===== src/rtl/mc_ctrl_pkg.sv =====
// mc_ctrl_pkg: shared definitions for the multi-cycle CPU main control unit.
// Holds the fixed state encoding, opcode constants, ALU op class codes, mux
// select codes, the control-line bundle and the opcode legality helper.
`timescale 1ns/1ps
package mc_ctrl_pkg;

  localparam int STATE_W = 4;

  // Encoding is fixed: state_o shows these codes on the debug display.
  typedef enum logic [3:0] {
    S_IF    = 4'd0,
    S_ID    = 4'd1,
    S_MADDR = 4'd2,
    S_MRD   = 4'd3,
    S_WBM   = 4'd4,
    S_MWR   = 4'd5,
    S_EXR   = 4'd6,
    S_WBR   = 4'd7,
    S_BEQ   = 4'd8,
    S_J     = 4'd9,
    S_EXI   = 4'd10,
    S_WBI   = 4'd11
  } state_t;

  // Opcodes (IR[31:26])
  localparam logic [5:0] OP_RTYPE = 6'b000000;
  localparam logic [5:0] OP_LW    = 6'b100011;
  localparam logic [5:0] OP_SW    = 6'b101011;
  localparam logic [5:0] OP_BEQ   = 6'b000100;
  localparam logic [5:0] OP_J     = 6'b000010;
  localparam logic [5:0] OP_ADDI  = 6'b001000;

  // ALU op class
  localparam logic [1:0] ALU_ADD   = 2'b00;
  localparam logic [1:0] ALU_SUB   = 2'b01;
  localparam logic [1:0] ALU_FUNCT = 2'b10;

  // ALU B-input select
  localparam logic [1:0] SRCB_REG     = 2'b00;
  localparam logic [1:0] SRCB_FOUR    = 2'b01;
  localparam logic [1:0] SRCB_IMM     = 2'b10;
  localparam logic [1:0] SRCB_IMM_SH2 = 2'b11;

  // PC source select
  localparam logic [1:0] PCSRC_ALU    = 2'b00;
  localparam logic [1:0] PCSRC_ALUOUT = 2'b01;
  localparam logic [1:0] PCSRC_JUMP   = 2'b10;

  // All state-decoded control lines, so the decoder has one output and the
  // top can zero the whole bundle in reset with a single expression.
  typedef struct packed {
    logic       pc_write;
    logic       pc_write_cond;
    logic [1:0] pc_source;
    logic       i_or_d;
    logic       mem_read;
    logic       mem_write;
    logic       ir_write;
    logic       mdr_write;
    logic       mem_to_reg;
    logic       reg_dst;
    logic       reg_write;
    logic       alu_src_a;
    logic [1:0] alu_src_b;
    logic [1:0] alu_op;
  } ctrl_t;

  function automatic logic op_legal(input logic [5:0] op);
    return (op == OP_RTYPE) || (op == OP_LW) || (op == OP_SW) ||
           (op == OP_BEQ)   || (op == OP_J)  || (op == OP_ADDI);
  endfunction

endpackage


===== src/rtl/mc_ctrl_if.sv =====
// mc_ctrl_if: bundle between the main control unit and the datapath.
//   master modport: the control FSM (receives op/mem_ready, drives controls)
//   slave modport : the datapath/memory side (drives op/mem_ready)
// Signals: op[5:0], mem_ready, pc_write, pc_write_cond, pc_source[1:0],
//   i_or_d, mem_read, mem_write, ir_write, mdr_write, mem_to_reg, reg_dst,
//   reg_write, alu_src_a, alu_src_b[1:0], alu_op[1:0], illegal_op,
//   state_o[STATE_W-1:0].
`timescale 1ns/1ps
interface mc_ctrl_if #(parameter int STATE_W = 4);
  logic [5:0]         op;
  logic               mem_ready;
  logic               pc_write;
  logic               pc_write_cond;
  logic [1:0]         pc_source;
  logic               i_or_d;
  logic               mem_read;
  logic               mem_write;
  logic               ir_write;
  logic               mdr_write;
  logic               mem_to_reg;
  logic               reg_dst;
  logic               reg_write;
  logic               alu_src_a;
  logic [1:0]         alu_src_b;
  logic [1:0]         alu_op;
  logic               illegal_op;
  logic [STATE_W-1:0] state_o;

  modport master (
    input  op, mem_ready,
    output pc_write, pc_write_cond, pc_source, i_or_d, mem_read, mem_write,
           ir_write, mdr_write, mem_to_reg, reg_dst, reg_write, alu_src_a,
           alu_src_b, alu_op, illegal_op, state_o
  );

  modport slave (
    output op, mem_ready,
    input  pc_write, pc_write_cond, pc_source, i_or_d, mem_read, mem_write,
           ir_write, mdr_write, mem_to_reg, reg_dst, reg_write, alu_src_a,
           alu_src_b, alu_op, illegal_op, state_o
  );
endinterface


===== src/rtl/mc_ctrl_decode.sv =====
// mc_ctrl_decode: purely combinational state-to-control decode.
// Ports:
//   state (in)  current FSM state
//   rdy   (in)  memory ready (already forced to 1 when waits are disabled)
//   ctrl  (out) all state-decoded control lines
// Unused state codes decode to all-zero controls.
`timescale 1ns/1ps
module mc_ctrl_decode
  import mc_ctrl_pkg::*;
(
  input  state_t state,
  input  logic   rdy,
  output ctrl_t  ctrl
);

  always_comb begin
    // NOTE: the full default first means every path assigns every field, so
    // no latch is inferred and unlisted lines are 0 in each state.
    ctrl = '0;
    case (state)
      S_IF: begin
        ctrl.mem_read  = 1'b1;
        ctrl.alu_src_b = SRCB_FOUR;
        ctrl.alu_op    = ALU_ADD;
        ctrl.pc_source = PCSRC_ALU;
        // IR and PC only capture once the fetched word is actually there.
        ctrl.ir_write  = rdy;
        ctrl.pc_write  = rdy;
      end
      S_ID: begin
        // Precompute the branch target into ALUOut.
        ctrl.alu_src_b = SRCB_IMM_SH2;
        ctrl.alu_op    = ALU_ADD;
      end
      S_MADDR, S_EXI: begin
        ctrl.alu_src_a = 1'b1;
        ctrl.alu_src_b = SRCB_IMM;
        ctrl.alu_op    = ALU_ADD;
      end
      S_MRD: begin
        ctrl.mem_read  = 1'b1;
        ctrl.i_or_d    = 1'b1;
        ctrl.mdr_write = rdy;
      end
      S_WBM: begin
        ctrl.reg_write  = 1'b1;
        ctrl.mem_to_reg = 1'b1;
      end
      S_MWR: begin
        // mem_write stays up through wait states; memory accepts it once.
        ctrl.mem_write = 1'b1;
        ctrl.i_or_d    = 1'b1;
      end
      S_EXR: begin
        ctrl.alu_src_a = 1'b1;
        ctrl.alu_src_b = SRCB_REG;
        ctrl.alu_op    = ALU_FUNCT;
      end
      S_WBR: begin
        ctrl.reg_write = 1'b1;
        ctrl.reg_dst   = 1'b1;
      end
      S_BEQ: begin
        ctrl.alu_src_a     = 1'b1;
        ctrl.alu_src_b     = SRCB_REG;
        ctrl.alu_op        = ALU_SUB;
        ctrl.pc_write_cond = 1'b1;
        ctrl.pc_source     = PCSRC_ALUOUT;
      end
      S_J: begin
        ctrl.pc_write  = 1'b1;
        ctrl.pc_source = PCSRC_JUMP;
      end
      S_WBI: begin
        ctrl.reg_write = 1'b1;
      end
      default: ctrl = '0;
    endcase
  end

endmodule


===== src/rtl/mc_ctrl_fsm.sv =====
// mc_ctrl_fsm: multi-cycle CPU main control unit (Moore FSM).
// Ports:
//   clk   (in) system clock, rising edge
//   rst_n (in) asynchronous active-low reset
//   bus   (mc_ctrl_if.master) op/mem_ready in; PC/IR/MDR enables, mux
//         selects, memory strobes, ALU op class, illegal_op, state_o out
// Parameters:
//   STATE_W  width of state_o (encoding needs 4)
//   MEM_WAIT 1 = stall on mem_ready, 0 = memory always ready
`timescale 1ns/1ps
module mc_ctrl_fsm
  import mc_ctrl_pkg::*;
#(
  parameter int STATE_W  = 4,
  parameter bit MEM_WAIT = 1'b1
) (
  input  logic          clk,
  input  logic          rst_n,
  mc_ctrl_if.master     bus
);

  state_t state;
  ctrl_t  dec;
  ctrl_t  ctrl;
  logic   rdy;

  assign rdy = MEM_WAIT ? bus.mem_ready : 1'b1;

  always_ff @(posedge clk or negedge rst_n) begin
    if (!rst_n) begin
      state <= S_IF;
    end else begin
      // NOTE: non-blocking assignment for all sequential state, so every
      // flop samples pre-edge values regardless of statement order.
      case (state)
        S_IF:    if (rdy) state <= S_ID;
        S_ID: begin
          case (bus.op)
            OP_RTYPE:     state <= S_EXR;
            OP_LW, OP_SW: state <= S_MADDR;
            OP_BEQ:       state <= S_BEQ;
            OP_J:         state <= S_J;
            OP_ADDI:      state <= S_EXI;
            default:      state <= S_IF;
          endcase
        end
        S_MADDR: state <= (bus.op == OP_LW) ? S_MRD : S_MWR;
        S_MRD:   if (rdy) state <= S_WBM;
        S_MWR:   if (rdy) state <= S_IF;
        S_EXR:   state <= S_WBR;
        S_EXI:   state <= S_WBI;
        S_WBM, S_WBR, S_BEQ, S_J, S_WBI: state <= S_IF;
        // Codes 12-15 are unreachable; recover to fetch.
        default: state <= S_IF;
      endcase
    end
  end

  mc_ctrl_decode u_decode (
    .state (state),
    .rdy   (rdy),
    .ctrl  (dec)
  );

  // The state register already sits at IF during reset, and IF decodes to a
  // memory read; gating with rst_n keeps every line quiet while reset is held.
  assign ctrl = rst_n ? dec : '0;

  assign bus.pc_write      = ctrl.pc_write;
  assign bus.pc_write_cond = ctrl.pc_write_cond;
  assign bus.pc_source     = ctrl.pc_source;
  assign bus.i_or_d        = ctrl.i_or_d;
  assign bus.mem_read      = ctrl.mem_read;
  assign bus.mem_write     = ctrl.mem_write;
  assign bus.ir_write      = ctrl.ir_write;
  assign bus.mdr_write     = ctrl.mdr_write;
  assign bus.mem_to_reg    = ctrl.mem_to_reg;
  assign bus.reg_dst       = ctrl.reg_dst;
  assign bus.reg_write     = ctrl.reg_write;
  assign bus.alu_src_a     = ctrl.alu_src_a;
  assign bus.alu_src_b     = ctrl.alu_src_b;
  assign bus.alu_op        = ctrl.alu_op;

  // Flagged in the ID cycle only; the FSM returns to IF on the next edge.
  assign bus.illegal_op = rst_n && (state == S_ID) && !op_legal(bus.op);

  assign bus.state_o = rst_n ? STATE_W'(state) : '0;

endmodule

===== src/flat_wrapper.sv =====
// flat-port wrapper written by rule: the top's interface ports become plain ports
module mc_ctrl_fsm_flat import mc_ctrl_pkg::*;
#(
  parameter int STATE_W  = 4,
  parameter bit MEM_WAIT = 1'b1
)
  (clk, rst_n, bus_op, bus_mem_ready, bus_pc_write, bus_pc_write_cond, bus_pc_source, bus_i_or_d, bus_mem_read, bus_mem_write, bus_ir_write, bus_mdr_write, bus_mem_to_reg, bus_reg_dst, bus_reg_write, bus_alu_src_a, bus_alu_src_b, bus_alu_op, bus_illegal_op, bus_state_o);
  mc_ctrl_if #(.STATE_W(STATE_W)) bus_i ();
  input  logic clk;
  input  logic rst_n;
  input wire logic [$bits(bus_i.op)-1:0] bus_op;
  input wire logic [$bits(bus_i.mem_ready)-1:0] bus_mem_ready;
  output wire logic [$bits(bus_i.pc_write)-1:0] bus_pc_write;
  output wire logic [$bits(bus_i.pc_write_cond)-1:0] bus_pc_write_cond;
  output wire logic [$bits(bus_i.pc_source)-1:0] bus_pc_source;
  output wire logic [$bits(bus_i.i_or_d)-1:0] bus_i_or_d;
  output wire logic [$bits(bus_i.mem_read)-1:0] bus_mem_read;
  output wire logic [$bits(bus_i.mem_write)-1:0] bus_mem_write;
  output wire logic [$bits(bus_i.ir_write)-1:0] bus_ir_write;
  output wire logic [$bits(bus_i.mdr_write)-1:0] bus_mdr_write;
  output wire logic [$bits(bus_i.mem_to_reg)-1:0] bus_mem_to_reg;
  output wire logic [$bits(bus_i.reg_dst)-1:0] bus_reg_dst;
  output wire logic [$bits(bus_i.reg_write)-1:0] bus_reg_write;
  output wire logic [$bits(bus_i.alu_src_a)-1:0] bus_alu_src_a;
  output wire logic [$bits(bus_i.alu_src_b)-1:0] bus_alu_src_b;
  output wire logic [$bits(bus_i.alu_op)-1:0] bus_alu_op;
  output wire logic [$bits(bus_i.illegal_op)-1:0] bus_illegal_op;
  output wire logic [$bits(bus_i.state_o)-1:0] bus_state_o;
  assign bus_i.op = bus_op;
  assign bus_i.mem_ready = bus_mem_ready;
  assign bus_pc_write = bus_i.pc_write;
  assign bus_pc_write_cond = bus_i.pc_write_cond;
  assign bus_pc_source = bus_i.pc_source;
  assign bus_i_or_d = bus_i.i_or_d;
  assign bus_mem_read = bus_i.mem_read;
  assign bus_mem_write = bus_i.mem_write;
  assign bus_ir_write = bus_i.ir_write;
  assign bus_mdr_write = bus_i.mdr_write;
  assign bus_mem_to_reg = bus_i.mem_to_reg;
  assign bus_reg_dst = bus_i.reg_dst;
  assign bus_reg_write = bus_i.reg_write;
  assign bus_alu_src_a = bus_i.alu_src_a;
  assign bus_alu_src_b = bus_i.alu_src_b;
  assign bus_alu_op = bus_i.alu_op;
  assign bus_illegal_op = bus_i.illegal_op;
  assign bus_state_o = bus_i.state_o;
  mc_ctrl_fsm #(.STATE_W(STATE_W), .MEM_WAIT(MEM_WAIT)) u_core (.clk(clk), .rst_n(rst_n), .bus(bus_i));
endmodule

===== config.mk =====
export PLATFORM = sky130hd
export DESIGN_NAME = mc_ctrl_fsm_flat
export DESIGN_NICKNAME = d
export VERILOG_FILES = /design/src/rtl/mc_ctrl_pkg.sv /design/src/rtl/mc_ctrl_if.sv /design/src/rtl/mc_ctrl_decode.sv /design/src/rtl/mc_ctrl_fsm.sv /design/src/flat_wrapper.sv
export SDC_FILE = /design/constraint.sdc
export NUM_CORES = 1
export LEC_CHECK = 0
export ABC_CLOCK_PERIOD_IN_PS = 3600
export CAP_MARGIN = 20
export CORE_MARGIN = 4
export CORE_UTILIZATION = 23
export CTS_BUF_LIST = sky130_fd_sc_hd__clkbuf_4 sky130_fd_sc_hd__clkbuf_8
export DETAILED_ROUTE_END_ITERATION = 6
export GPL_ROUTABILITY_DRIVEN = 1
export SLEW_MARGIN = 0
export SYNTH_ARGS = -nofsm -noshare
export SYNTH_HDL_FRONTEND = slang
export SYNTH_SLANG_ARGS = --single-unit

===== constraint.sdc =====
create_clock -name clk -period 3.6 [get_ports clk]
set_clock_uncertainty 0.2 [all_clocks]
set_input_delay 0.54 -clock clk [delete_from_list [all_inputs] [get_ports clk]]
set_output_delay 0.54 -clock clk [all_outputs]
set_load 0.03 [all_outputs]

# Word level (Yosys, flattened, before mapping)
# Cells that the tools add are included.
# word_totals
elab_cells	58
input_bits	9
output_inout_bits	22
ff_bits	4
# classes
n_mux	21
n_eq_ne	19
reduce_logical	17
# op_table
cell	count
case mux 4 bit (5 select lines)	2
case mux 4 bit (7 select lines)	1
two-way mux 17 bit	1
equality test 4 x 3 -> 1 bit, second input constant	4
equality test 4 bit, second input constant	4
two-way mux 4 bit	4
equality test 6 bit, second input constant	2
two-way mux 1 bit	10
equality test 4 x 2 -> 1 bit, second input constant	2
OR reduction 2 bit	4
equality test 6 x 2 -> 1 bit, second input constant	1
equality test 6 x 3 -> 1 bit, second input constant	1
equality test 6 x 4 -> 1 bit, second input constant	1
zero test 6 bit	1
!= test 2 bit, second input constant	3
logical OR 1 bit	5
equality test 4 x 1 -> 1 bit, second input constant	1
zero test 4 bit	1
case mux 2 bit (2 select lines)	1
OR reduction 4 bit	1
two-way mux 3 bit	1
AND reduction 3 bit	1
OR reduction 3 bit	1
logical AND 1 bit	2
2 further kinds	2

# Longest topological paths before layout
# depth
ltp_word	8
depth_mapped	5
depth_no_buf	3

# Hierarchy
# Synthesis repeated with hierarchy kept, for this count alone.
# unflattened
cells_unflattened	100
hier_area_um2	708.2
# by_module_without_submodules
mod	area_per_inst_um2	seq_area_each_um2	cells_per_inst	n_inst
mc_ctrl_fsm	498.0	100.1	67	1
mc_ctrl_decode	210.2	0.0	33	1

# Least setup slack after synthesis
# No wires, ideal clock.
# synth_path
path_type	register to output
startpoint	register u_core.state[2]
endpoint	output bus_pc_source[0]
required_time_ps	2860
stages_incl_launch_ff	5
slack_ps	1110
t_arrival_ps	1750
path_buffers	2
cell_sequence	dfrtp_1 buf_2 nand3b_1 nor3_1 buf_4
# synth_between
elab_chain_cells	3
elab_cells_between_ends	4
classes_between	eq/ne: 2; mux: 2
# synth_rtl
item	line	text
from (decl)	mc_ctrl_fsm.sv:22	state_t state;
from (signal assigned)	mc_ctrl_fsm.sv:47	S_MADDR: state <= (bus.op == OP_LW) ? S_MRD : S_MWR;
equality test 4 bit	mc_ctrl_decode.sv:20	case (state)
case mux 2 bit (2 select lines) (*)	mc_ctrl_decode.sv:20	
two-way mux 17 bit (*)	mc_ctrl_fsm.sv:67	assign ctrl = rst_n ? dec : '0;
to (decl)	flat_wrapper.sv:15	output wire logic [$bits(bus_i.pc_source)-1:0] bus_pc_source;
# Mark *: on every way between the ends. The rest lies on a longest branch, timed or not.

# Final worst setup path
# layout_path
startpoint	input rst_n
endpoint	output bus_mem_to_reg
# layout_between
elab_chain_cells	1
# layout_rtl
item	line	text
from (decl)	flat_wrapper.sv:10	input logic rst_n;
two-way mux 17 bit	mc_ctrl_fsm.sv:67	
to (decl)	flat_wrapper.sv:21	output wire logic [$bits(bus_i.mem_to_reg)-1:0] bus_mem_to_reg;
# No other way between the ends.

==> results.json <==
{
  "finalWeightedCongestion": 0.776,
  "wl_met1_um": 844,
  "topRoutingLayerUsed": "met4",
  "placed_cells_incl_taps": 140,
  "grt_first_pass_wirelength_um": 3110,
  "final.setup.tns_ps": 0,
  "placeableCoreArea_um2": 2570,
  "synth_area_per_cell_um2": 7.39,
  "synth.largest_area_cell": "dfrtp_1",
  "cp_cell_sequence": "clkdlybuf4s50_1 -> buf_4 -> nor2b_2 -> nand2_1 -> nor3_1 -> clkdlybuf4s50_1",
  "placementRows": 18,
  "timing.final.crit_share_pct": 87.0,
  "cp_num_cells": 6,
  "static-leakage-power_nw": 0.353,
  "final_net_count": 124,
  "routed-via-count": 721,
  "number_of_antenna_cells_inserted": 0,
  "clk_pin_slew_ps": 40,
  "timing.critical_path.required_ps": 2860,
  "worst_path_dominant_cell_family": "buffers and inverters",
  "yosys.cell_types.count": 36,
  "internal_power_mw": 0.139,
  "synth-seq-area-share_pct": 15.6,
  "synth-warning-count": 0,
  "drt-total-wl_um": 1840,
  "ys_top_cells_by_count": "8 x nor3_1, 7 x nor2_1, 6 x buf_2, 6 x nand2b_1, 5 x nand2_1",
  "detailroute.wirelength.met3_um": 130,
  "vdd.ir_drop.worst_v": 0.000143,
  "met2WireLength_um": 853,
  "reg2reg_depth": 3,
  "seq_power_share_pct": 28.8,
  "layout-drive-gt1-share_pct": 12.4,
  "cts_inserted_buffers": 3,
  "synth_top_flop_cell": "dfrtp_1",
  "yosys-top-cells-area": "dfrtp_1 16%, nor3_1 6.2%, nand2b_1 5.8%",
  "cts.hold.buffers_added": 0,
  "timing_max_transition_violations_final": 0,
  "final_cell_count_no_fill": 143,
  "first_iter_violations": 14,
  "slew-limit-headroom_pct": 57.7,
  "critPathMaxFanout": 13,
  "dieArea_um2": 3710,
  "largest-register": "u_core.state",
  "area_growth_syn_to_layout_pct": 50.2,
  "drt_first_pass_iters": 4,
  "hold_viol": 0,
  "rr_startpoint": "u_core.state[0]$_DFFE_PN0P_",
  "cts.root.buffer_cell": "clkbuf_4",
  "library_cell_contributing_the_largest_single_delay_on_the_critical_path": "clkdlybuf4s50_1",
  "cts_tree": "built",
  "port_buffers": 30,
  "synth_top_area_share_pct": 15.6,
  "route.detailed.vias_per_inst": 5.04,
  "min_path_type": "in -> async",
  "power_density_nw_per_um2": 238,
  "place.detailed.hpwl_um": 1410,
  "worstSetupStartpointType": "input pin",
  "cts_buffer_depth": 2,
  "grt_remaining_overflow": 0,
  "drc": 0,
  "postCtsResizedCells": 0,
  "run_status": "completed",
  "largest_net_degree_at_the_start_of_global_routing": 22,
  "synthesis.area_um2": 643,
  "yosys.cell_count.top_type": "nor3_1",
  "initial_cell_density_of_the_core_pct": 25.0,
  "setup_repair_after_global_routing_missed_its_margin": "false",
  "routed_wire_length_per_instance_um": 12.9,
  "critPathMostFrequentCell": "clkdlybuf4s50_1",
  "die_width_um": 60.9,
  "largest_register_ffs": 4,
  "power.switching_fraction_pct": 39.7,
  "grt_antenna_before_repair": 0,
  "timing.final.crit_period_ps": 3130,
  "path_class": "in -> out",
  "synth_cells": 87,
  "max_clock_freq_mhz": 319,
  "cts-htree-levels": 1,
  "cp-startpoint": "rst_n",
  "die-height_um": 60.9,
  "final_antenna_net_count": 0,
  "first_global_vias": 695,
  "synth_edf_count": 0,
  "asyncSetResetFlopFracSynth_pct": 100,
  "numClockSinks": 4,
  "combPwrFrac_pct": 47.8,
  "setup.worst_path.end_class": "output port",
  "count_of_boundary_i_o_pins": 31,
  "power.net_switching_mw": 0.0913,
  "grt_resource_usage_total_pct": 10.9,
  "post-cts-setup-buffers": 0,
  "critical_path.max_stage_delay_ps": 700,
  "arrival_ps": 2390,
  "yosys_register_bits": 4,
  "largestRegisters": "u_core.state: 4 flops",
  "clock_latency_of_the_later_clocked_register_in_the_worst_skew_pair_ps": 230,
  "final_core_utilization_pct": 37.6,
  "max_cap_violations": 0,
  "hold_ws_ps": 446,
  "pwr-share-clk_pct": 23.4,
  "timing.final.setup_violations": 0,
  "worstPathBufferInverterCount": 3,
  "design_power_total_mw": 0.230,
  "max_slew.worst_pin.slew_ps": 634,
  "mappedNetlistNets": 96
}
==> worst register-to-register path: cells and delay by family (launching register included) <==
kind / cells / cell delay [ps]
AND/OR/NAND/NOR: 2 / 410
AO/OA/AOI/OAI: 1 / 240
flip-flops: 1 / 740
==> kinds of logic (layout without fill, tap and decap cells) <==
logic type	Yosys count	after routing	share of synthesized area [%]
AND/OR/NAND/NOR	50	50	51.4
AO/OA/AOI/OAI	21	21	21.2
buffers and inverters	9	35	7.59
flip-flops	4	4	15.6
XOR/XNOR	2	2	2.72
multiplexers	1	1	1.56
==> area by class of cell <==
class,instances,area (um^2)
Clock buffer,3,22.5
Timing Repair Buffer,31,308
Inverter,1,3.75
Multi-Input combinational cell,74,494
Fill cell,298,1600
Tap cell,30,37.5
Sequential cell,4,100
==> per-layer routing <==
layer | track usage [%] | up-vias
met5 | 0 | -
met2 | 17.6 | 27
li1 | - | 368
met1 | 13.9 | 324
met4 | 3.72 | 0
met3 | 3.19 | 2
==> metrics by stage <==
stage | cell area (um^2) | setup slack [ps]
after CTS | 966 | 459
after global placement | 943 | 494
after global routing | 966 | 326
after floorplan | 643 | 1110
final | 966 | 468
after detailed placement | 943 | 468
==> power groups by stage <==
stage               sequential (mW)  clock [mW]  combinational [mW]
floorplan                    0.0509           0              0.0843
global placement             0.0666           0               0.109
detailed placement           0.0665           0               0.111
CTS                          0.0659      0.0578               0.111
global route                 0.0679      0.0619               0.119
finish                       0.0662      0.0539               0.110
==> path summary, 6_finish.rpt <==
check / slack [ps] / endpoint
max: 470 / bus_mem_to_reg
min: 450 / u_core.state[2]$_DFFE_PN0P_
max reg2reg: 1900 / u_core.state[3]$_DFFE_PN0P_
min reg2reg: 560 / u_core.state[0]$_DFFE_PN0P_
max in group asynchronous: 2620 / u_core.state[3]$_DFFE_PN0P_
min in group clk: 560 / u_core.state[0]$_DFFE_PN0P_
==> cells in the final DEF, fill, tap and decap left out, types with 2 or more instances in the layout <==
master and count:
nor2b_1 2, nand2b_1 6, nand3b_1 3, o21ai_0 4, nor3b_1 3, xor2_1 2, o21ai_1 3, and2_2 4
nand2_1 5, clkbuf_4 3, a221oi_1 3, and3_1 2, nor3_1 8, nor2_1 7, dfrtp_1 4, a21oi_1 4
clkdlybuf4s50_1 30
Power figures use the tool's default switching activity.
